File: src/rtl/fb_arbiter.sv
// Single-port framebuffer arbiter: scanout reads, vector pixel writes and a
// per-frame clear engine share one synchronous RAM, one access per clock.
module fb_arbiter #(
    parameter int unsigned AW         = 17,
    parameter int unsigned DW         = 4,
    parameter int unsigned CLEAR_LEN  = 76800,
    parameter int unsigned CLEAR_VAL  = 0,
    parameter int unsigned STARVE_MAX = 8
) (
    input  logic          clk_i,
    input  logic          reset,
    input  logic          scan_req,
    input  logic [AW-1:0] scan_addr,
    output logic [DW-1:0] scan_data,
    output logic          scan_valid,
    input  logic          vec_req,
    input  logic [AW-1:0] vec_addr,
    input  logic [DW-1:0] vec_data,
    output logic          vec_ack,
    input  logic          clr_start,
    output logic          clr_busy,
    output logic          clr_done,
    output logic          mem_en,
    output logic          mem_we,
    output logic [AW-1:0] mem_addr,
    output logic [DW-1:0] mem_wdata,
    input  logic [DW-1:0] mem_rdata
);

    typedef enum logic [1:0] {IDLE, CLEAR, DONE} clr_state_e;

    localparam int unsigned   SW         = $clog2(STARVE_MAX + 1);
    localparam logic [AW-1:0] LAST_ADDR  = AW'(CLEAR_LEN - 1);
    localparam logic [SW-1:0] STARVE_SAT = SW'(STARVE_MAX);

    clr_state_e    state_q, state_d;
    logic [AW-1:0] cnt_q, cnt_d;
    logic [SW-1:0] starve_q, starve_d;
    logic          mem_en_q, mem_en_d;
    logic          mem_we_q, mem_we_d;
    logic [AW-1:0] mem_addr_q, mem_addr_d;
    logic [DW-1:0] mem_wdata_q, mem_wdata_d;
    logic          vec_ack_q, vec_ack_d;
    logic          scan_valid_q, scan_valid_d;

    logic vec_live, clr_active, gnt_vec, gnt_clr;

    always_comb begin
        // A request still held during its ack cycle is the same request, not a new one.
        vec_live   = vec_req && !vec_ack_q;
        clr_active = (state_q == CLEAR);
        gnt_vec    = !scan_req && vec_live && (!clr_active || starve_q == STARVE_SAT);
        gnt_clr    = !scan_req && clr_active && !gnt_vec;

        mem_en_d     = 1'b0;
        mem_we_d     = 1'b0;
        mem_addr_d   = mem_addr_q;
        mem_wdata_d  = mem_wdata_q;
        vec_ack_d    = gnt_vec;
        scan_valid_d = mem_en_q && !mem_we_q;

        if (scan_req) begin
            mem_en_d   = 1'b1;
            mem_addr_d = scan_addr;
        end else if (gnt_vec) begin
            mem_en_d    = 1'b1;
            mem_we_d    = 1'b1;
            mem_addr_d  = vec_addr;
            mem_wdata_d = vec_data;
        end else if (gnt_clr) begin
            mem_en_d    = 1'b1;
            mem_we_d    = 1'b1;
            mem_addr_d  = cnt_q;
            mem_wdata_d = DW'(CLEAR_VAL);
        end

        if (!vec_live || gnt_vec) begin
            starve_d = '0;
        end else if (starve_q != STARVE_SAT) begin
            starve_d = starve_q + SW'(1);
        end else begin
            starve_d = starve_q;
        end
    end

    always_comb begin
        state_d = state_q;
        cnt_d   = cnt_q;
        case (state_q)
            IDLE: begin
                if (clr_start) begin
                    state_d = CLEAR;
                    cnt_d   = '0;
                end
            end
            CLEAR: begin
                if (gnt_clr) begin
                    if (cnt_q == LAST_ADDR) begin
                        state_d = DONE;
                    end else begin
                        cnt_d = cnt_q + AW'(1);
                    end
                end
            end
            DONE:    state_d = IDLE;
            default: state_d = IDLE;
        endcase
    end

    always_ff @(posedge clk_i) begin
        if (reset) begin
            state_q      <= IDLE;
            cnt_q        <= '0;
            starve_q     <= '0;
            mem_en_q     <= 1'b0;
            mem_we_q     <= 1'b0;
            mem_addr_q   <= '0;
            mem_wdata_q  <= '0;
            vec_ack_q    <= 1'b0;
            scan_valid_q <= 1'b0;
        end else begin
            state_q      <= state_d;
            cnt_q        <= cnt_d;
            starve_q     <= starve_d;
            mem_en_q     <= mem_en_d;
            mem_we_q     <= mem_we_d;
            mem_addr_q   <= mem_addr_d;
            mem_wdata_q  <= mem_wdata_d;
            vec_ack_q    <= vec_ack_d;
            scan_valid_q <= scan_valid_d;
        end
    end

    assign mem_en     = mem_en_q;
    assign mem_we     = mem_we_q;
    assign mem_addr   = mem_addr_q;
    assign mem_wdata  = mem_wdata_q;
    assign vec_ack    = vec_ack_q;
    assign scan_valid = scan_valid_q;
    assign scan_data  = scan_valid_q ? mem_rdata : '0;
    assign clr_busy   = (state_q == CLEAR);
    assign clr_done   = (state_q == DONE);

endmodule

File: config.mk
export PLATFORM = sky130hd
export DESIGN_NAME = fb_arbiter
export DESIGN_NICKNAME = d
export VERILOG_FILES = /design/src/rtl/fb_arbiter.sv
export SDC_FILE = /design/constraint.sdc
export NUM_CORES = 1
export LEC_CHECK = 0
export ABC_AREA = 1
export BUFFER_PORTS_ARGS = -buffer_cell sky130_fd_sc_hd__buf_2
export CAP_MARGIN = 20
export CORE_MARGIN = 8
export CORE_UTILIZATION = 23
export CTS_CLUSTER_SIZE = 28
export DETAILED_ROUTE_END_ITERATION = 8
export PLACE_DENSITY = 0.41
export SLEW_MARGIN = 25
export SYNTH_ARGS = -nofsm -noshare
export SYNTH_HDL_FRONTEND = slang
export SYNTH_SLANG_ARGS = --single-unit
File: constraint.sdc
create_clock -name clk_i -period 4.5 [get_ports clk_i]
set_input_delay 0.675 -clock clk_i [delete_from_list [all_inputs] [get_ports clk_i]]
set_output_delay 0.675 -clock clk_i [all_outputs]
set_load 0.1 [all_outputs]
==> run summary <==
The flow ran to the end, and the final reports show no timing, DRC or antenna violations. The run gives 23.6% as the initial standard-cell utilization of the core. Dividing the detail-routed wire length by the instance count gives 14.5 um. The achievable frequency was 426 MHz; the final routed DRC violation total was 0.

The H-tree generated during clock tree synthesis spans 2 levels. At the pin with the least slew margin, the transition time is 0.736 ns. After floorplanning, the core was sized to cover 11500 sq um. A synthesized cell averages 6.58 sq um. The buffer count from post-CTS setup fixing is 0. The count of state elements after synthesis is 48. STA classifies the critical path startpoint as a flip-flop.

The worst-path cell with the longest stage delay was sky130_fd_sc_hd__dfxtp_1. Post-CTS repair changed the size of 0 cells. For the worst-skew pair, the clock arrives at the later sink with an insertion delay of 0.29 ns. After clock tree synthesis, the clock-pin slew on the worst setup and hold paths is 0.07 ns. The cell family contributing the most delay on the critical path is simple AND/OR/NAND/NOR gates. The number of antenna violations at the first check in global routing was 0; the final layout net count was 526. The largest single stage delay on the critical path is 0.46 ns.

The total vias in the final route came out at 2911. The count of buffering cells on the critical path with inverters included was 2. The path type of the worst min-delay path was flip-flop to flip-flop. In this run the worst path has a maximum fanout of 14. For this run, the total global-route usage over all layers was measured as 11.7%. Max-cap violations in this run came to 0. For the peak supply drop, the log shows 0.169 mV.

The clock passes through at most 2 buffers. The number of standard cells after synthesis was 411. The filler cells instantiated in the layout total 1296. The width of the chip was 124 um. The clock period could shrink to 2.34 ns. STA classifies the critical path endpoint as a flip-flop. The post-synthesis instance area was 2710 sq um; the share of cells above drive strength 1 was 20.5%. The critical path is of the flip-flop to flip-flop type. Summing all flip-flop and latch instances after layout gives 961 sq um. The Yosys step of the flow raised 0 warnings. Mean number of vias per cell: 4.70. The critical path starts at state_q[1]. The tools report the starting DRC count in detailed routing as 206. The logs give 2.16 ns for the worst setup slack for register-to-register paths and 39 for the number of core rows. Setup violations remaining at the end of the flow were counted as 0. The endpoint arrival time on the critical path is 2.55 ns. The chip height is 124 um. The share of the synthesized area in the top cell type was 35.5%; the total half-perimeter wirelength after legalization and detailed placement was 6.87 mm. TritonCTS built the clock tree. Counting the buffers created by CTS gives 5.

The logs give 28 for the distinct cell type count after synthesis and 2946 for the via count of the first global-routing pass. The run gives 78 as the I/O pin total. The first global-routing pass estimated 15.2 mm of wire. Walking the worst path, the cells encountered are inv_2, nand2_1, a21oi_1, inv_1, nand3_1, o21ai_0. The count of input and output buffers was 77; the clock skew after layout was 0.00578 ns.

The sequential share of the synthesized area came out at 35.5%. After synthesis, the cell types taking the most area are sky130_fd_sc_hd__dfxtp_1 36%, sky130_fd_sc_hd__nand2_1 15%, sky130_fd_sc_hd__nand3_1 8.5%. The number of hold violations in the final report is 0.

In this run the most critical hold path is launched from mem_we. Number of sinks handled by clock tree synthesis: 48. For the number of pins with negative max-slew slack in the final report, the log shows 0. The residual overflow from global routing was 0; the number of nets with antenna violations after routing was 0. The CTS root buffer was sky130_fd_sc_hd__clkbuf_16. The critical path data required time is 4.71 ns, and the pin count of the biggest net entering global routing is 27. The cell depth of the worst hold path works out to 1.

The biggest area contributor in the post-synthesis netlist is sky130_fd_sc_hd__dfxtp_1. For the standby leakage power, the log shows 1.39 nW. Routability-driven placement finished with a final weighted congestion of 0.864. The logs give 50.9% for the headroom to the max-slew limit and 461 for the synthesized netlist net count.

For this run, the detailed router's first-pass iteration total came to 4. The die area was 15500 sq um; the number of cell instances on the worst register-to-register path was 6. Setup repair after global routing left no endpoint under its margin. The design draws 1.13 mW.

The instance count on the critical path works out to 6. The synthesis-to-layout area growth was 22.2%; the post-route setup TNS was 0 ns. The portion of the clock cycle consumed by the worst path in the final layout is 52.1%. The final wirelength was 8.99 mm. In the final layout, the multi-input gates occupy 1460 sq um.

In this run the power density over the cells is 341 nW/um^2. The worst flop-to-flop path startpoint is state_q[1]. Buffers inserted to repair hold after CTS numbered 0. 0 antenna diodes ended up in the layout.

The tools report the capture instance of the worst register-to-register path as mem_addr[0]. The worst hold path endpoint was scan_valid.
cell usage after synthesis:
| master | count |
|---|---|
| sky130_fd_sc_hd__nand4_1 | 16 |
| sky130_fd_sc_hd__a21oi_2 | 1 |
| sky130_fd_sc_hd__nand3_4 | 1 |
| sky130_fd_sc_hd__inv_2 | 4 |
| sky130_fd_sc_hd__o21ai_0 | 26 |
| sky130_fd_sc_hd__xor2_1 | 4 |
| sky130_fd_sc_hd__nand2_2 | 4 |
| sky130_fd_sc_hd__o21ai_2 | 1 |
| sky130_fd_sc_hd__dfxtp_1 | 48 |
| sky130_fd_sc_hd__buf_1 | 1 |
| sky130_fd_sc_hd__a211oi_1 | 1 |
| sky130_fd_sc_hd__a21oi_1 | 23 |
| sky130_fd_sc_hd__buf_2 | 5 |
| sky130_fd_sc_hd__clkbuf_1 | 8 |
| sky130_fd_sc_hd__o211ai_1 | 10 |
| sky130_fd_sc_hd__inv_1 | 38 |
| sky130_fd_sc_hd__buf_4 | 1 |
| sky130_fd_sc_hd__buf_6 | 5 |
| sky130_fd_sc_hd__nor3_1 | 2 |
| sky130_fd_sc_hd__xnor2_1 | 2 |
| sky130_fd_sc_hd__ha_1 | 3 |
| sky130_fd_sc_hd__nand4_2 | 1 |
| sky130_fd_sc_hd__clkinv_1 | 1 |
| sky130_fd_sc_hd__nor2_1 | 49 |
| sky130_fd_sc_hd__nand2_1 | 105 |
| sky130_fd_sc_hd__a32o_1 | 4 |
| sky130_fd_sc_hd__nor2_4 | 1 |
| sky130_fd_sc_hd__nand3_1 | 46 |
cells by family (layout without fill, tap and decap cells):
logic type | count (synthesis) | after routing | synth area share (%)
xor+xnor | 6 | 6 | 1.94
compound gates | 66 | 66 | 14.2
simple gates | 225 | 225 | 36.4
buf+inv | 63 | 129 | 10.5
flops | 48 | 48 | 35.5
fa+ha+maj | 3 | 3 | 1.39
per-stage QoR:
step	setup slack [ns]	cells	cell area (sq um)	hold slack (ns)	util [%]
final	2.16	620	3300	0.406	28.8
after global routing	1.84	620	3300	0.441	28.8
after CTS	2.12	620	3300	0.411	28.8
after detailed placement	2.11	612	3150	0.403	27.5
after global placement	2.19	612	3150	0.400	27.5
after floorplan	2.04	411	2710	0.459	-
cells in the final DEF, fill, tap and decap left out, types with 5 or more instances in the layout:
cell                        Yosys  routed
sky130_fd_sc_hd__a21oi_1       23      23
sky130_fd_sc_hd__buf_2          5      77
sky130_fd_sc_hd__clkbuf_16      0       5
sky130_fd_sc_hd__dfxtp_1       48      48
sky130_fd_sc_hd__inv_1         38      38
sky130_fd_sc_hd__nand2_1      105     105
sky130_fd_sc_hd__nand3_1       46      46
sky130_fd_sc_hd__nand4_1       16      16
sky130_fd_sc_hd__nor2_1        49      49
sky130_fd_sc_hd__o211ai_1      10      10
sky130_fd_sc_hd__o21ai_0       26      26
worst max path at each step:
stage | end | slack, ns
2_1_floorplan | clr_done | 2.04
3_3_place_gp | mem_addr[3] | 2.19
3_5_place_dp | mem_addr[14] | 2.11
4_1_cts | mem_addr[0] | 2.12
5_1_grt | mem_addr[14] | 1.84
6_report | mem_addr[0] | 2.16
flip-flops by register name, summed over array words and instances (netlist names):
name and count:
cnt_q 17, mem_addr 17, mem_wdata 4, starve_q 4, state_q 2, mem_en 1, mem_we 1, scan_valid 1
vec_ack 1
cell type report:
class / count / area share, %
Clock buffer: 7 / 4.32
Inverter: 43 / 4.88
Tap cell: 143 / 5.41
Multi-Input combinational cell: 300 / 44.2
Timing Repair Buffer: 78 / 11.9
Sequential cell: 48 / 29.1
Clock inverter: 1 / 0.227
report_power, final:
part | switching, mW | leakage, nW | internal, mW
clock | 0.164 | 0.0701 | 0.222
sequential | 0.0199 | 0.393 | 0.447
combinational | 0.217 | 0.924 | 0.0580
metal layers:
layer	GRT usage [%]	wire [um]	vias up
met3	2.60	365	10
met1	15.2	4410	1348
met4	3.33	133	0
met5	0	0	-
li1	-	-	1483
met2	19.0	4080	70
Power figures use the tool's default switching activity.
